<file path="config.mk">
export PLATFORM = sky130hd
export DESIGN_NAME = sound_pkt_writer_flat
export DESIGN_NICKNAME = d
export VERILOG_FILES = /design/src/rtl/sound_pkt_writer_if.sv /design/src/rtl/sound_pkt_writer.sv /design/src/flat_wrapper.sv
export SDC_FILE = /design/constraint.sdc
export NUM_CORES = 1
export LEC_CHECK = 0
export ABC_AREA = 1
export BUFFER_PORTS_ARGS = -buffer_cell sky130_fd_sc_hd__buf_4
export CAP_MARGIN = 20
export CELL_PAD_IN_SITES_DETAIL_PLACEMENT = 1
export CELL_PAD_IN_SITES_GLOBAL_PLACEMENT = 1
export CORE_ASPECT_RATIO = 1.1
export CORE_MARGIN = 2
export CORE_UTILIZATION = 41
export CTS_CLUSTER_SIZE = 8
export DETAILED_ROUTE_END_ITERATION = 8
export GPL_TIMING_DRIVEN = 0
export PLACE_DENSITY_LB_ADDON = 0.1
export SLEW_MARGIN = 5
export SYNTH_ARGS = -nofsm -noshare
export SYNTH_HDL_FRONTEND = slang
export SYNTH_SLANG_ARGS = --single-unit
</file>
<file path="constraint.sdc">
create_clock -name clock -period 1.6 [get_ports clock]
set_input_delay 0.08 -clock clock [delete_from_list [all_inputs] [get_ports clock]]
set_output_delay 0.08 -clock clock [all_outputs]
set_load 0.1 [all_outputs]
</file>
<file path="src/rtl/sound_pkt_writer_if.sv">
// Bundle of signals between the audio sample source, the packet RAM write port,
// the serial transmitter's completion pulse and the status outputs.
interface sound_pkt_writer_if #(
  parameter int PKT_BYTES = 2048,
  parameter int NUM_BUF   = 4
);
  localparam int ADDR_W = $clog2(NUM_BUF) + $clog2(PKT_BYTES);

  logic               smp_valid;
  logic [15:0]        smp_data;
  logic               smp_ready;
  logic               packet_SENT;
  logic [ADDR_W-1:0]  wraddress;
  logic [7:0]         wrdata;
  logic               wren;
  logic [NUM_BUF-1:0] buff_RDY;
  logic               overflow;
  logic [15:0]        drop_cnt;

  // Sample source / transmitter / RAM side.
  modport master (
    output smp_valid, smp_data, packet_SENT,
    input  smp_ready, wraddress, wrdata, wren, buff_RDY, overflow, drop_cnt
  );

  // Packet writer side.
  modport slave (
    input  smp_valid, smp_data, packet_SENT,
    output smp_ready, wraddress, wrdata, wren, buff_RDY, overflow, drop_cnt
  );
endinterface

</file>
<file path="src/rtl/sound_pkt_writer.sv">
// Splits 16-bit audio samples into two byte writes (low byte first) into a
// ring of NUM_BUF packet slots of PKT_BYTES bytes each. A slot is flagged
// ready when its last byte is written and released by the transmitter's
// packet_SENT pulse; samples arriving while busy or with no free slot are
// counted as drops.
module sound_pkt_writer #(
  parameter int PKT_BYTES = 2048,
  parameter int NUM_BUF   = 4
) (
  input logic               clock,
  input logic               reset,
  sound_pkt_writer_if.slave bus
);
  localparam int OFF_W  = $clog2(PKT_BYTES);
  localparam int SLOT_W = $clog2(NUM_BUF);

  typedef enum logic [1:0] {IDLE, WR_LO, WR_HI} state_t;

  state_t             state;
  state_t             state_nxt;
  logic [SLOT_W-1:0]  wr_slot;
  logic [SLOT_W-1:0]  rd_slot;
  logic [OFF_W-1:0]   offset;
  logic [15:0]        smp_latch;
  logic               accept;
  logic               drop;
  logic               pkt_done;
  logic               pkt_free;
  logic [NUM_BUF-1:0] set_mask;
  logic [NUM_BUF-1:0] clr_mask;

  assign bus.smp_ready = (state == IDLE) && !bus.buff_RDY[wr_slot];
  assign accept        = bus.smp_valid && bus.smp_ready;
  assign drop          = bus.smp_valid && !bus.smp_ready;
  // In WR_HI the registered address is the high byte just written, so it
  // tells directly whether this write closed the slot.
  assign pkt_done      = (state == WR_HI) &&
                         (bus.wraddress[OFF_W-1:0] == OFF_W'(PKT_BYTES - 1));
  assign pkt_free      = bus.packet_SENT && bus.buff_RDY[rd_slot];

  // State register.
  always_ff @(posedge clock or negedge reset) begin
    if (!reset) state <= IDLE;
    else        state <= state_nxt;
  end

  // Next state: one sample takes IDLE -> WR_LO -> WR_HI -> IDLE.
  always_comb begin
    state_nxt = state;
    case (state)
      IDLE:    if (accept) state_nxt = WR_LO;
      WR_LO:   state_nxt = WR_HI;
      WR_HI:   state_nxt = IDLE;
      default: state_nxt = IDLE;
    endcase
  end

  // RAM write port: low byte the cycle after acceptance, high byte the next.
  always_ff @(posedge clock or negedge reset) begin
    if (!reset) begin
      bus.wren      <= 1'b0;
      bus.wraddress <= '0;
      bus.wrdata    <= '0;
      smp_latch     <= '0;
      offset        <= '0;
    end else begin
      bus.wren <= 1'b0;
      case (state)
        IDLE: begin
          if (accept) begin
            smp_latch     <= bus.smp_data;
            bus.wren      <= 1'b1;
            bus.wraddress <= {wr_slot, offset};
            bus.wrdata    <= bus.smp_data[7:0];
          end
        end
        WR_LO: begin
          bus.wren      <= 1'b1;
          bus.wraddress <= {wr_slot, offset + OFF_W'(1)};
          bus.wrdata    <= smp_latch[15:8];
          offset        <= (offset == OFF_W'(PKT_BYTES - 2)) ? '0 : offset + OFF_W'(2);
        end
        default: ;
      endcase
    end
  end

  // Set/clear masks for the ready flags; a set and a clear never hit the same bit.
  always_comb begin
    set_mask = '0;
    clr_mask = '0;
    if (pkt_done) set_mask[wr_slot] = 1'b1;
    if (pkt_free) clr_mask[rd_slot] = 1'b1;
  end

  // Slot ring: flags plus write/read slot pointers advancing in strict order.
  always_ff @(posedge clock or negedge reset) begin
    if (!reset) begin
      bus.buff_RDY <= '0;
      wr_slot      <= '0;
      rd_slot      <= '0;
    end else begin
      bus.buff_RDY <= (bus.buff_RDY | set_mask) & ~clr_mask;
      if (pkt_done)
        wr_slot <= (wr_slot == SLOT_W'(NUM_BUF - 1)) ? '0 : wr_slot + SLOT_W'(1);
      if (pkt_free)
        rd_slot <= (rd_slot == SLOT_W'(NUM_BUF - 1)) ? '0 : rd_slot + SLOT_W'(1);
    end
  end

  // Drop accounting: sticky overflow and a saturating drop counter.
  always_ff @(posedge clock or negedge reset) begin
    if (!reset) begin
      bus.overflow <= 1'b0;
      bus.drop_cnt <= '0;
    end else if (drop) begin
      bus.overflow <= 1'b1;
      if (bus.drop_cnt != 16'hFFFF) bus.drop_cnt <= bus.drop_cnt + 16'd1;
    end
  end
endmodule

</file>
<file path="src/flat_wrapper.sv">
// flat-port wrapper written by rule: the top's interface ports become plain ports
module sound_pkt_writer_flat 
#(
  parameter int PKT_BYTES = 2048,
  parameter int NUM_BUF   = 4
)
  (clock, reset, bus_smp_valid, bus_smp_data, bus_packet_SENT, bus_smp_ready, bus_wraddress, bus_wrdata, bus_wren, bus_buff_RDY, bus_overflow, bus_drop_cnt);
  sound_pkt_writer_if #(.PKT_BYTES(PKT_BYTES), .NUM_BUF(NUM_BUF)) bus_i ();
  input logic clock;
  input logic reset;
  input wire logic [$bits(bus_i.smp_valid)-1:0] bus_smp_valid;
  input wire logic [$bits(bus_i.smp_data)-1:0] bus_smp_data;
  input wire logic [$bits(bus_i.packet_SENT)-1:0] bus_packet_SENT;
  output wire logic [$bits(bus_i.smp_ready)-1:0] bus_smp_ready;
  output wire logic [$bits(bus_i.wraddress)-1:0] bus_wraddress;
  output wire logic [$bits(bus_i.wrdata)-1:0] bus_wrdata;
  output wire logic [$bits(bus_i.wren)-1:0] bus_wren;
  output wire logic [$bits(bus_i.buff_RDY)-1:0] bus_buff_RDY;
  output wire logic [$bits(bus_i.overflow)-1:0] bus_overflow;
  output wire logic [$bits(bus_i.drop_cnt)-1:0] bus_drop_cnt;
  assign bus_i.smp_valid = bus_smp_valid;
  assign bus_i.smp_data = bus_smp_data;
  assign bus_i.packet_SENT = bus_packet_SENT;
  assign bus_smp_ready = bus_i.smp_ready;
  assign bus_wraddress = bus_i.wraddress;
  assign bus_wrdata = bus_i.wrdata;
  assign bus_wren = bus_i.wren;
  assign bus_buff_RDY = bus_i.buff_RDY;
  assign bus_overflow = bus_i.overflow;
  assign bus_drop_cnt = bus_i.drop_cnt;
  sound_pkt_writer #(.PKT_BYTES(PKT_BYTES), .NUM_BUF(NUM_BUF)) u_core (.clock(clock), .reset(reset), .bus(bus_i));
endmodule
</file>
# After elaboration in Yosys (flattened, before gate mapping)
# Cells that the tools add are included.
[totals]
in_bits = 20
out_inout_bits = 44
ff_bits = 76
word_cells = 66
[classes]
muxes = 21
n_reduce_logical = 14
n_eq_ne = 8
n_bitwise = 3
order_cmp = 4
n_addsub = 5
[ops]
columns = ["op", "count"]
rows = [
  ["13-bit case mux with 2 select lines", 1],
  ["11-bit equality test (second input constant)", 2],
  ["16-bit by 1-bit adder with 16-bit output (second input constant)", 1],
  ["16-bit inequality test (second input constant)", 1],
  ["8-bit case mux with 2 select lines", 1],
  ["13-bit 2-to-1 mux", 1],
  ["11-bit by 1-bit adder with 11-bit output (second input constant)", 1],
  ["11-bit by 2-bit adder with 11-bit output (second input constant)", 1],
  ["11-bit 2-to-1 mux", 1],
  ["4-bit 2-to-1 mux", 2],
  ["8-bit 2-to-1 mux", 1],
  ["1-bit logical AND", 7],
  ["2-bit equality test (second input constant)", 3],
  ["2-bit by 3-bit < comparator with 1-bit output (second input constant)", 2],
  ["2-bit 2-to-1 mux", 3],
  ["2-bit AND reduction", 3],
  ["1-bit 2-to-1 mux", 5],
  ["2-bit by 1-bit adder with 2-bit output (second input constant)", 2],
  ["4-bit AND", 1],
  ["1-bit binary-select mux with 2-bit select", 2],
  ["1-bit demux with 2-bit select", 2],
  ["2-bit by 1-bit greater-or-equal comparator with 1-bit output (second input constant)", 2],
  ["4-bit NOT", 1],
  ["4-bit OR", 1],
  ["other kinds (7)", 8],
]

# Logic depth before layout (Yosys ltp)
# Gate-level depths: netlist of the first run.
[logic_depth]
ltp_word = 7
depth_mapped = 10

# Worst setup path after synthesis of the first run
# OpenSTA, ideal clock, no wires.
[synth_timing]
kind = "register to register"
from = "reg u_core.bus.drop_cnt[1]"
to = "reg u_core.bus.drop_cnt[2]"
path_stages_with_launch = 10
path_buffers = 1
slack_ns = -0.588
t_required_ns = 1.480
arrival_time_ns = 2.068
setup_ns = 0.120
cell_sequence = "dfrtp_1 -> ha_1 -> nand2_2 -> nor2_2 -> nand3_2 -> nor2_4 -> nor2_4 -> buf_6 -> nand2_1 -> nand2_1"
[synth_via]
elab_chain_cells = 2
elab_cells_between_ends = 3
classes_between = "1 x add/sub; 1 x eq/ne; 1 x reduce/logical"
[synth_rtl]
columns = ["element", "line_no", "source"]
rows = [
  ["start: declaration", "sound_pkt_writer_if.sv:29", "output smp_ready, wraddress, wrdata, wren, buff_RDY, overflow, drop_cnt"],
  ["start signal: assignment", "sound_pkt_writer.sv:118", "if (bus.drop_cnt != 16'hFFFF) bus.drop_cnt <= bus.drop_cnt + 16'd1;"],
  ["branches (longest 2 deep; another with 16-bit by 1-bit adder with 16-bit output)", "n/a", ""],
]
# Parallel ways; which one is timed is not known.
# A chain may end at the register's enable or synchronous reset.

# Worst setup path after layout of the first run
[layout_timing]
from = "reg u_core.wr_slot[0]"
to = "out bus_smp_ready"
[layout_via]
elab_chain_cells = 4
[layout_rtl]
columns = ["element", "line_no", "source"]
rows = [
  ["start: declaration", "sound_pkt_writer.sv:21", "logic [SLOT_W-1:0] wr_slot;"],
  ["start signal: assignment", "sound_pkt_writer.sv:105", "wr_slot <= (wr_slot == SLOT_W'(NUM_BUF - 1)) ? '0 : wr_slot + SLOT_W'(1);"],
  ["1-bit binary-select mux with 2-bit select", "sound_pkt_writer.sv:32", "assign bus.smp_ready = (state == IDLE) && !bus.buff_RDY[wr_slot];"],
  ["1-bit 2-to-1 mux (implied by the code)", "sound_pkt_writer.sv:32", ""],
  ["1-bit zero test", "sound_pkt_writer.sv:32", ""],
  ["1-bit logical AND", "sound_pkt_writer.sv:32", ""],
  ["end: declaration", "flat_wrapper.sv:14", "output wire logic [$bits(bus_i.smp_ready)-1:0] bus_smp_ready;"],
]
# No other way between the ends. The select of a mux whose other input is x is not followed.

==> results of run 1 <==
-- layer usage --
metal  wire, µm  track usage  up-vias
met5          0            0        -
met4        120      0.08392        0
met3        278      0.04129        9
met2       4490       0.3422       56
met1       3759       0.2415     1469
li1           -            -     1511
-- cell type report --
cell class / count / area, µm² / area share
repair buffers: 80 / 638.1 / 0.1413
well taps: 111 / 138.9 / 0.03075
clock inverters: 6 / 65.06 / 0.01440
plain buffers: 11 / 77.57 / 0.01717
inverters: 41 / 160.2 / 0.03546
flip-flops and latches: 67 / 1729 / 0.3828
clock buffers: 10 / 137.6 / 0.03047
multi-input cells: 303 / 1570 / 0.3476
-- through the flow --
stage | area [µm²] | TNS (ns)
6_report | 4517 | 0
5_1_grt | 4517 | -0.01008
4_1_cts | 4452 | -0.02079
3_5_place_dp | 4136 | -0.02706
3_3_place_gp | 4136 | 0
2_1_floorplan | 3525 | -0.2796
-- logic make-up after synthesis --
logic type / share of synthesized area
buf+inv: 0.06606
simple gates: 0.3172
compound gates: 0.05590
xor+xnor: 0.03811
flops: 0.4864
fa+ha+maj: 0.03630
-- power by group through the flow --
stage | registers, mW | logic (mW) | clock network, mW
6_report | 2.33 | 2.70 | 1.45
4_1_cts | 2.33 | 2.70 | 1.50
2_1_floorplan | 3.69 | 0.674 | 0
5_1_grt | 2.38 | 2.87 | 1.56
3_5_place_dp | 2.36 | 2.67 | 0
3_3_place_gp | 2.34 | 2.62 | 0
-- cells in the mapped netlist --
cell	count	share of area
nand3_2	3	0.0087
buf_2	2	0.0029
nor2_4	3	0.0098
dfrtp_1	67	0.49
xor2_1	13	0.033
nor3_2	1	0.0029
a21o_1	1	0.0022
o21a_1	1	0.0022
buf_4	2	0.0044
o21bai_1	3	0.0065
nand3_1	35	0.051
a21boi_0	1	0.0022
nand2_2	5	0.0091
nor2_2	3	0.0054
inv_1	37	0.040
nand2_1	156	0.17
clkbuf_1	3	0.0033
o21ai_1	1	0.0015
o211ai_1	1	0.0022
or2_2	1	0.0018
xnor2_1	2	0.0051
buf_1	1	0.0011
nand2_4	2	0.0065
nand3_4	2	0.010
a21oi_1	6	0.0087
ha_1	10	0.036
o21ai_0	21	0.030
buf_6	3	0.0098
nand4_1	5	0.0091
nor2_1	26	0.028
inv_2	4	0.0044
nor3_4	1	0.0047
-- what timing repair did --
item | in CTS | in global routing
endpoints found under the setup margin | 19 | 21
hold endpoints to repair | 76 | 0
hold buffers | 10 | 0
buffers inserted | 0 | 7
pin swaps | 0 | 1
resized for setup | 6 | 7
-- flip-flops by register name (all words and copies together), names as in the netlist --
name,cells
u_core.bus.buff_RDY,4
u_core.bus.wren,1
u_core.smp_latch,8
u_core.rd_slot,2
u_core.wr_slot,2
u_core.bus.wraddress,13
u_core.offset,10
u_core.state,2
u_core.bus.overflow,1
u_core.bus.drop_cnt,16
u_core.bus.wrdata,8
-- worst min-delay path, stage by stage --
cell	delay [ns]
buf_4	0.08
nand2_1	0.04
o21ai_0	0.06
nand2_1	0.05
nand2_1	0.05
-- how the worst min path moves through the flow --
stage                         start                                to  slack (ns)  cells after the start
global placement              reset     u_core.rd_slot[1]$_DFFE_PN0P_        0.25                      1
global route        bus_smp_data[6]  u_core.bus.wrdata[6]$_DFFE_PN0P_        0.05                      5
floorplan                     reset  u_core.bus.buff_RDY[0]$_DFF_PN0_       -0.22                      0
CTS                 bus_smp_data[0]  u_core.bus.wrdata[0]$_DFFE_PN0P_        0.03                      5
detailed placement            reset     u_core.rd_slot[1]$_DFFE_PN0P_        0.26                      1
finish              bus_smp_data[1]  u_core.bus.wrdata[1]$_DFFE_PN0P_        0.04                      5
==> impl_metrics.xml, run 1 <==
<?xml version="1.0" encoding="UTF-8"?>
<metrics>
  <group name="timing">
    <metric name="final.setup.worst_slack" unit="ns">0.04900</metric>
    <metric name="slew_viol_final" unit="">0</metric>
    <metric name="hold_viol_final" unit="">0</metric>
    <metric name="finalClockSkew" unit="ns">0.01244</metric>
    <metric name="holdWs" unit="ns">0.04036</metric>
    <metric name="worstMarginPinSlew" unit="ns">0.8644</metric>
    <metric name="period_share" unit="">0.9694</metric>
    <metric name="max-slew-margin-rel" unit="">0.4237</metric>
    <metric name="max_freq" unit="MHz">644.7</metric>
    <metric name="min_period" unit="ns">1.551</metric>
    <metric name="finalSetupViolCount" unit="">0</metric>
  </group>
  <group name="clocking">
    <metric name="htreeDepth" unit="">3</metric>
    <metric name="clockBufferDepth" unit="">2</metric>
    <metric name="cts_tree" unit="">done</metric>
    <metric name="cts-root-buf" unit="">clkbuf_8</metric>
    <metric name="clk_latency" unit="ns">0.35</metric>
    <metric name="clk_transition_reported_paths" unit="ns">0.07</metric>
    <metric name="clock-sinks" unit="">67</metric>
    <metric name="cts_inserted_buffers" unit="">9</metric>
  </group>
  <group name="layout">
    <metric name="finalNetCount" unit="">543</metric>
    <metric name="final_common_cell" unit="">nand2_1</metric>
    <metric name="finish.cell_count_without_fillers" unit="">629</metric>
    <metric name="layout-drive-gt1-share" unit="">0.3050</metric>
    <metric name="most_used_cells_in_the_layout_excluding_fill_and_tap_cells" unit="">155 x nand2_1, 71 x buf_4, 35 x inv_1, 35 x nand3_1, 35 x dfrtp_1</metric>
    <metric name="syn_to_final_growth" unit="%">31.03</metric>
    <metric name="postLayoutCoreUtil" unit="">0.5457</metric>
    <metric name="fillCellCount" unit="">996</metric>
    <metric name="antennaDiodeCount" unit="">0</metric>
  </group>
  <group name="setup_path">
    <metric name="timing.critical_path.arrival" unit="ns">1.47</metric>
    <metric name="setup.worst_path.end_class" unit="">primary output</metric>
    <metric name="top_cell_family_by_delay_on_the_critical_path" unit="">flip-flops</metric>
    <metric name="worst_r2r_path_depth" unit="">8</metric>
    <metric name="worstSetupStartpoint" unit="">u_core.wr_slot[0]$_DFFE_PN0P_</metric>
    <metric name="critPathBufInv" unit="">3</metric>
    <metric name="ordered_list_of_cells_on_the_worst_path" unit="">inv_4, nand2_1, nand3_2, nand2_4, nand2_4, clkinvlp_4, buf_12</metric>
    <metric name="cpMaxStageDelayCell" unit="">dfrtp_2</metric>
    <metric name="worst-r2r-setup-slack" unit="ns">0.10</metric>
    <metric name="critical-path-max-stage-delay" unit="ns">0.46</metric>
    <metric name="rr_startpoint" unit="">u_core.bus.drop_cnt[0]$_DFFE_PN0P_</metric>
    <metric name="cp_max_fo" unit="">5</metric>
    <metric name="cp_common_cell" unit="">nand2_4</metric>
    <metric name="setup.worst_path.class" unit="">reg2out</metric>
    <metric name="crit_end" unit="">bus_smp_ready</metric>
    <metric name="cp.depth" unit="">7</metric>
    <metric name="timing.critical_path.required" unit="ns">1.52</metric>
    <metric name="reg2reg_to" unit="">u_core.bus.drop_cnt[2]$_DFFE_PN0P_</metric>
    <metric name="start_kind" unit="">register</metric>
  </group>
  <group name="power_and_ir_drop">
    <metric name="pwr_density_cell" unit="nW/µm²">1435</metric>
    <metric name="p_comb_frac" unit="">0.417</metric>
    <metric name="cell_leakage_power" unit="nW">2.282</metric>
    <metric name="net-switching-power" unit="mW">3.052</metric>
    <metric name="max-vdd-ir-drop" unit="V">0.001131</metric>
    <metric name="internal-power" unit="mW">3.430</metric>
    <metric name="fin_total_pwr" unit="mW">6.483</metric>
    <metric name="p_clk_frac" unit="">0.224</metric>
    <metric name="seq_power_share" unit="">0.359</metric>
    <metric name="power_switching_share" unit="">0.4708</metric>
  </group>
  <group name="floorplan">
    <metric name="i_o_pins" unit="">64</metric>
    <metric name="die_outline_area" unit="µm²">9158</metric>
    <metric name="core_area" unit="µm²">8277</metric>
    <metric name="die_height" unit="µm">100.2</metric>
    <metric name="std_cell_rows" unit="">35</metric>
    <metric name="initial_core_util" unit="">0.4165</metric>
    <metric name="die_w" unit="µm">91.43</metric>
  </group>
  <group name="placed_design">
    <metric name="dp.cells" unit="">596</metric>
    <metric name="place_hpwl" unit="µm">6137</metric>
    <metric name="placement.setup.worst_slack" unit="ns">-0.01725</metric>
    <metric name="gp_congestion" unit="">0.8130</metric>
    <metric name="port_buffers" unit="">63</metric>
  </group>
  <group name="run">
    <metric name="drv.max_cap_violation_count" unit="">0</metric>
  </group>
  <group name="yosys">
    <metric name="syn_nets" unit="">452</metric>
    <metric name="syn-cell-area" unit="µm²">3447</metric>
    <metric name="gate_count_post_synth" unit="">422</metric>
    <metric name="syn_area_per_cell" unit="µm²">8.168</metric>
    <metric name="synth-warning-count" unit="">0</metric>
    <metric name="synth.yosys.seq_area_share" unit="">0.4864</metric>
    <metric name="synth-seq-cells" unit="">67</metric>
    <metric name="synth_cell_types" unit="">32</metric>
  </group>
  <group name="global_routing">
    <metric name="grt_max_degree" unit="">68</metric>
    <metric name="grt_pass1_wl" unit="µm">14500</metric>
    <metric name="grt.overflow.total" unit="">0</metric>
    <metric name="grtUsageTotal" unit="">0.1984</metric>
    <metric name="grt_pass1_vias" unit="">3070</metric>
    <metric name="number_of_antenna_violations_at_the_first_check_in_global_routing" unit="">0</metric>
  </group>
  <group name="detailed_routing">
    <metric name="ant_nets" unit="">0</metric>
    <metric name="drt_first_pass_iters" unit="">4</metric>
    <metric name="route.detailed.drc" unit="">0</metric>
    <metric name="drt-vias-per-instance" unit="">4.841</metric>
    <metric name="dr_total_vias" unit="">3045</metric>
    <metric name="totalWireLength" unit="µm">8648</metric>
    <metric name="drt-wirelength-per-cell" unit="µm">13.75</metric>
    <metric name="drtIter0Drc" unit="">45</metric>
  </group>
  <group name="run_status">
    <metric name="status" unit="">finished clean</metric>
  </group>
  <group name="min_path">
    <metric name="hold_class" unit="">in2reg</metric>
  </group>
</metrics>
(Power assumes the default switching activity.)
==> run 2, diff against run 1 <==
==> constraint.sdc (replaced) <==
create_clock -name clock -period 1.6 [get_ports clock]
set_input_delay 0.32 -clock clock [delete_from_list [all_inputs] [get_ports clock]]
set_output_delay 0.32 -clock clock [all_outputs]
set_load 0.1 [all_outputs]
==> impl_metrics.xml, run 2 (synthesis results as in run 1) <==
<?xml version="1.0" encoding="UTF-8"?>
<metrics>
  <group name="run_status">
    <metric name="status" unit="">finished with violations</metric>
    <metric name="failed_checks" unit="">setup timing</metric>
  </group>
  <group name="global_routing">
    <metric name="grtUsageTotal" unit="">0.2099</metric>
    <metric name="grt.overflow.total" unit="">0</metric>
    <metric name="grt_max_degree" unit="">68</metric>
    <metric name="number_of_antenna_violations_at_the_first_check_in_global_routing" unit="">0</metric>
    <metric name="grt_pass1_vias" unit="">3174</metric>
    <metric name="grt_pass1_wl" unit="µm">15280</metric>
  </group>
  <group name="clocking">
    <metric name="cts_inserted_buffers" unit="">9</metric>
    <metric name="holdBufCountCts" unit="">0</metric>
    <metric name="clk_transition_reported_paths" unit="ns">0.07</metric>
    <metric name="clk_latency" unit="ns">0.34</metric>
    <metric name="clock-sinks" unit="">67</metric>
    <metric name="cts_tree" unit="">done</metric>
    <metric name="cts-root-buf" unit="">clkbuf_8</metric>
    <metric name="clockBufferDepth" unit="">2</metric>
    <metric name="htreeDepth" unit="">3</metric>
  </group>
  <group name="layout">
    <metric name="largest-register" unit="">u_core.bus.drop_cnt</metric>
    <metric name="most_used_cells_in_the_layout_excluding_fill_and_tap_cells" unit="">151 x nand2_1, 76 x buf_4, 35 x inv_1, 35 x nand3_1, 34 x dfrtp_1</metric>
    <metric name="postLayoutCoreUtil" unit="">0.5420</metric>
    <metric name="layout-drive-gt1-share" unit="">0.3197</metric>
    <metric name="antennaDiodeCount" unit="">0</metric>
    <metric name="top_regs" unit="">u_core.bus.drop_cnt x16, u_core.bus.wraddress x13, u_core.offset x10</metric>
    <metric name="fillCellCount" unit="">1001</metric>
    <metric name="finalNetCount" unit="">538</metric>
    <metric name="largest_register_ff_count" unit="">16</metric>
    <metric name="syn_to_final_growth" unit="%">30.13</metric>
    <metric name="finish.cell_count_without_fillers" unit="">624</metric>
    <metric name="final_common_cell" unit="">nand2_1</metric>
    <metric name="fin_area" unit="µm²">4486</metric>
  </group>
  <group name="timing">
    <metric name="totalNegativeSetupSlack" unit="ns">-0.1158</metric>
    <metric name="hold_viol_final" unit="">0</metric>
    <metric name="finalClockSkew" unit="ns">0.008756</metric>
    <metric name="holdWs" unit="ns">0.07371</metric>
    <metric name="period_share" unit="">1.072</metric>
    <metric name="worstMarginPinSlew" unit="ns">0.8652</metric>
    <metric name="final.setup.worst_slack" unit="ns">-0.1158</metric>
    <metric name="max-slew-margin-rel" unit="">0.4232</metric>
    <metric name="min_period" unit="ns">1.716</metric>
    <metric name="max_freq" unit="MHz">582.8</metric>
    <metric name="slew_viol_final" unit="">0</metric>
    <metric name="finalSetupViolCount" unit="">1</metric>
    <metric name="setup_repair_after_global_routing_missed_its_margin" unit="">yes</metric>
  </group>
  <group name="floorplan">
    <metric name="die_outline_area" unit="µm²">9158</metric>
    <metric name="core_area" unit="µm²">8277</metric>
    <metric name="die_height" unit="µm">100.2</metric>
    <metric name="die_w" unit="µm">91.43</metric>
    <metric name="initial_core_util" unit="">0.4165</metric>
    <metric name="std_cell_rows" unit="">35</metric>
    <metric name="i_o_pins" unit="">64</metric>
  </group>
  <group name="detailed_routing">
    <metric name="drtIter0Drc" unit="">91</metric>
    <metric name="drt_first_pass_iters" unit="">4</metric>
    <metric name="ant_nets" unit="">0</metric>
    <metric name="drt-wirelength-per-cell" unit="µm">14.42</metric>
    <metric name="drt-vias-per-instance" unit="">4.889</metric>
    <metric name="totalWireLength" unit="µm">8995</metric>
    <metric name="route.detailed.drc" unit="">0</metric>
    <metric name="dr_total_vias" unit="">3051</metric>
  </group>
  <group name="setup_path">
    <metric name="cp_max_fo" unit="">4</metric>
    <metric name="setup.worst_path.class" unit="">reg2out</metric>
    <metric name="timing.critical_path.arrival" unit="ns">1.40</metric>
    <metric name="start_kind" unit="">register</metric>
    <metric name="cpMaxStageDelayCell" unit="">dfrtp_2</metric>
    <metric name="critical-path-max-stage-delay" unit="ns">0.45</metric>
    <metric name="cp_common_cell" unit="">nand2_4</metric>
    <metric name="reg2reg_to" unit="">u_core.bus.wraddress[12]$_DFFE_PN0P_</metric>
    <metric name="worst_r2r_path_depth" unit="">11</metric>
    <metric name="setup.worst_path.end_class" unit="">primary output</metric>
    <metric name="worst-r2r-setup-slack" unit="ns">0.03</metric>
    <metric name="ordered_list_of_cells_on_the_worst_path" unit="">inv_4, nand2_2, nand3_2, nand2_4, nand2_4, clkinvlp_4, buf_12</metric>
    <metric name="rr_startpoint" unit="">u_core.wr_slot[0]$_DFFE_PN0P_</metric>
    <metric name="timing.critical_path.required" unit="ns">1.28</metric>
  </group>
  <group name="placed_design">
    <metric name="dp.cells" unit="">596</metric>
    <metric name="gp_congestion" unit="">0.8192</metric>
    <metric name="port_buffers" unit="">63</metric>
    <metric name="postPlaceCellArea" unit="µm²">4156</metric>
    <metric name="placement.setup.worst_slack" unit="ns">-0.01723</metric>
    <metric name="place_hpwl" unit="µm">6277</metric>
  </group>
  <group name="power_and_ir_drop">
    <metric name="cell_leakage_power" unit="nW">2.266</metric>
    <metric name="max-vdd-ir-drop" unit="V">0.001329</metric>
    <metric name="pwr_density_cell" unit="nW/µm²">1436</metric>
    <metric name="fin_total_pwr" unit="mW">6.440</metric>
  </group>
  <group name="min_path">
    <metric name="hold_class" unit="">in2async</metric>
  </group>
  <group name="run">
    <metric name="drv.max_cap_violation_count" unit="">0</metric>
  </group>
</metrics>
-- run 2: cell count changes in the layout (fill, tap and decap cells not counted), moves of 4 or more --
| cell | before | now |
|---|---|---|
| buf_4 | 71 | 76 |
| dfrtp_4 | 5 | 9 |
| nand2_1 | 155 | 151 |
| dlygate4sd3_1 | 10 | 0 |
| o21ai_1 | 1 | 5 |
| o21ai_0 | 21 | 17 |
| clkbuf_1 | 0 | 4 |
-- run 2: per-layer routing --
metal  global-route usage  vias to the layer above  wire length, µm
li1                     -                     1492                -
met1               0.2529                     1492             3823
met2               0.3750                       51             4736
met3              0.03979                       16              300
met4              0.07459                        0              134
met5                    0                        -                0
-- run 2: area by class of cell --
cell class	instances	area [µm²]	share of cell area
tap	111	138.9	0.03096
sequential	67	1740	0.3880
multi-input combinational	303	1585	0.3534
timing repair buffer	75	575.6	0.1283
inverter	41	162.7	0.03626
buffer	11	93.84	0.02092
clock buffer	13	148.9	0.03319
clock inverter	3	40.04	0.008926
-- run 2: report_power, final --
group | leakage [nW] | switching [mW] | internal (mW) | total (mW)
combinational | 1.34 | 2.08 | 0.623 | 2.70
clock | 0.0974 | 0.644 | 0.760 | 1.40
sequential | 0.825 | 0.293 | 2.04 | 2.33
-- run 2: critical path, delay by kind of cell (launching register included) --
kind / cells / cell delay, ns
flip-flops: 1 / 0.45
AND/OR/NAND/NOR: 4 / 0.25
buffers and inverters: 3 / 0.34
-- run 2: how the worst max path moves through the flow --
stage | start | endpoint | cells after the start
finish | u_core.wr_slot[0]$_DFFE_PN0P_ | bus_smp_ready | 7
global route | u_core.wr_slot[0]$_DFFE_PN0P_ | bus_smp_ready | 7
CTS | u_core.bus.buff_RDY[3]$_DFF_PN0_ | bus_smp_ready | 6
detailed placement | u_core.wr_slot[0]$_DFFE_PN0P_ | u_core.bus.wrdata[5]$_DFFE_PN0P_ | 8
global placement | u_core.wr_slot[0]$_DFFE_PN0P_ | u_core.bus.wraddress[5]$_DFFE_PN0P_ | 8
floorplan | u_core.bus.buff_RDY[1]$_DFF_PN0_ | bus_smp_ready | 5
-- run 2: repair_timing --
item | CTS | global route
gates cloned | 0 | 0
endpoints found under the setup margin | 14 | 10
pin swaps | 1 | 2
buffers inserted | 10 | 2
gates resized for setup | 10 | 17
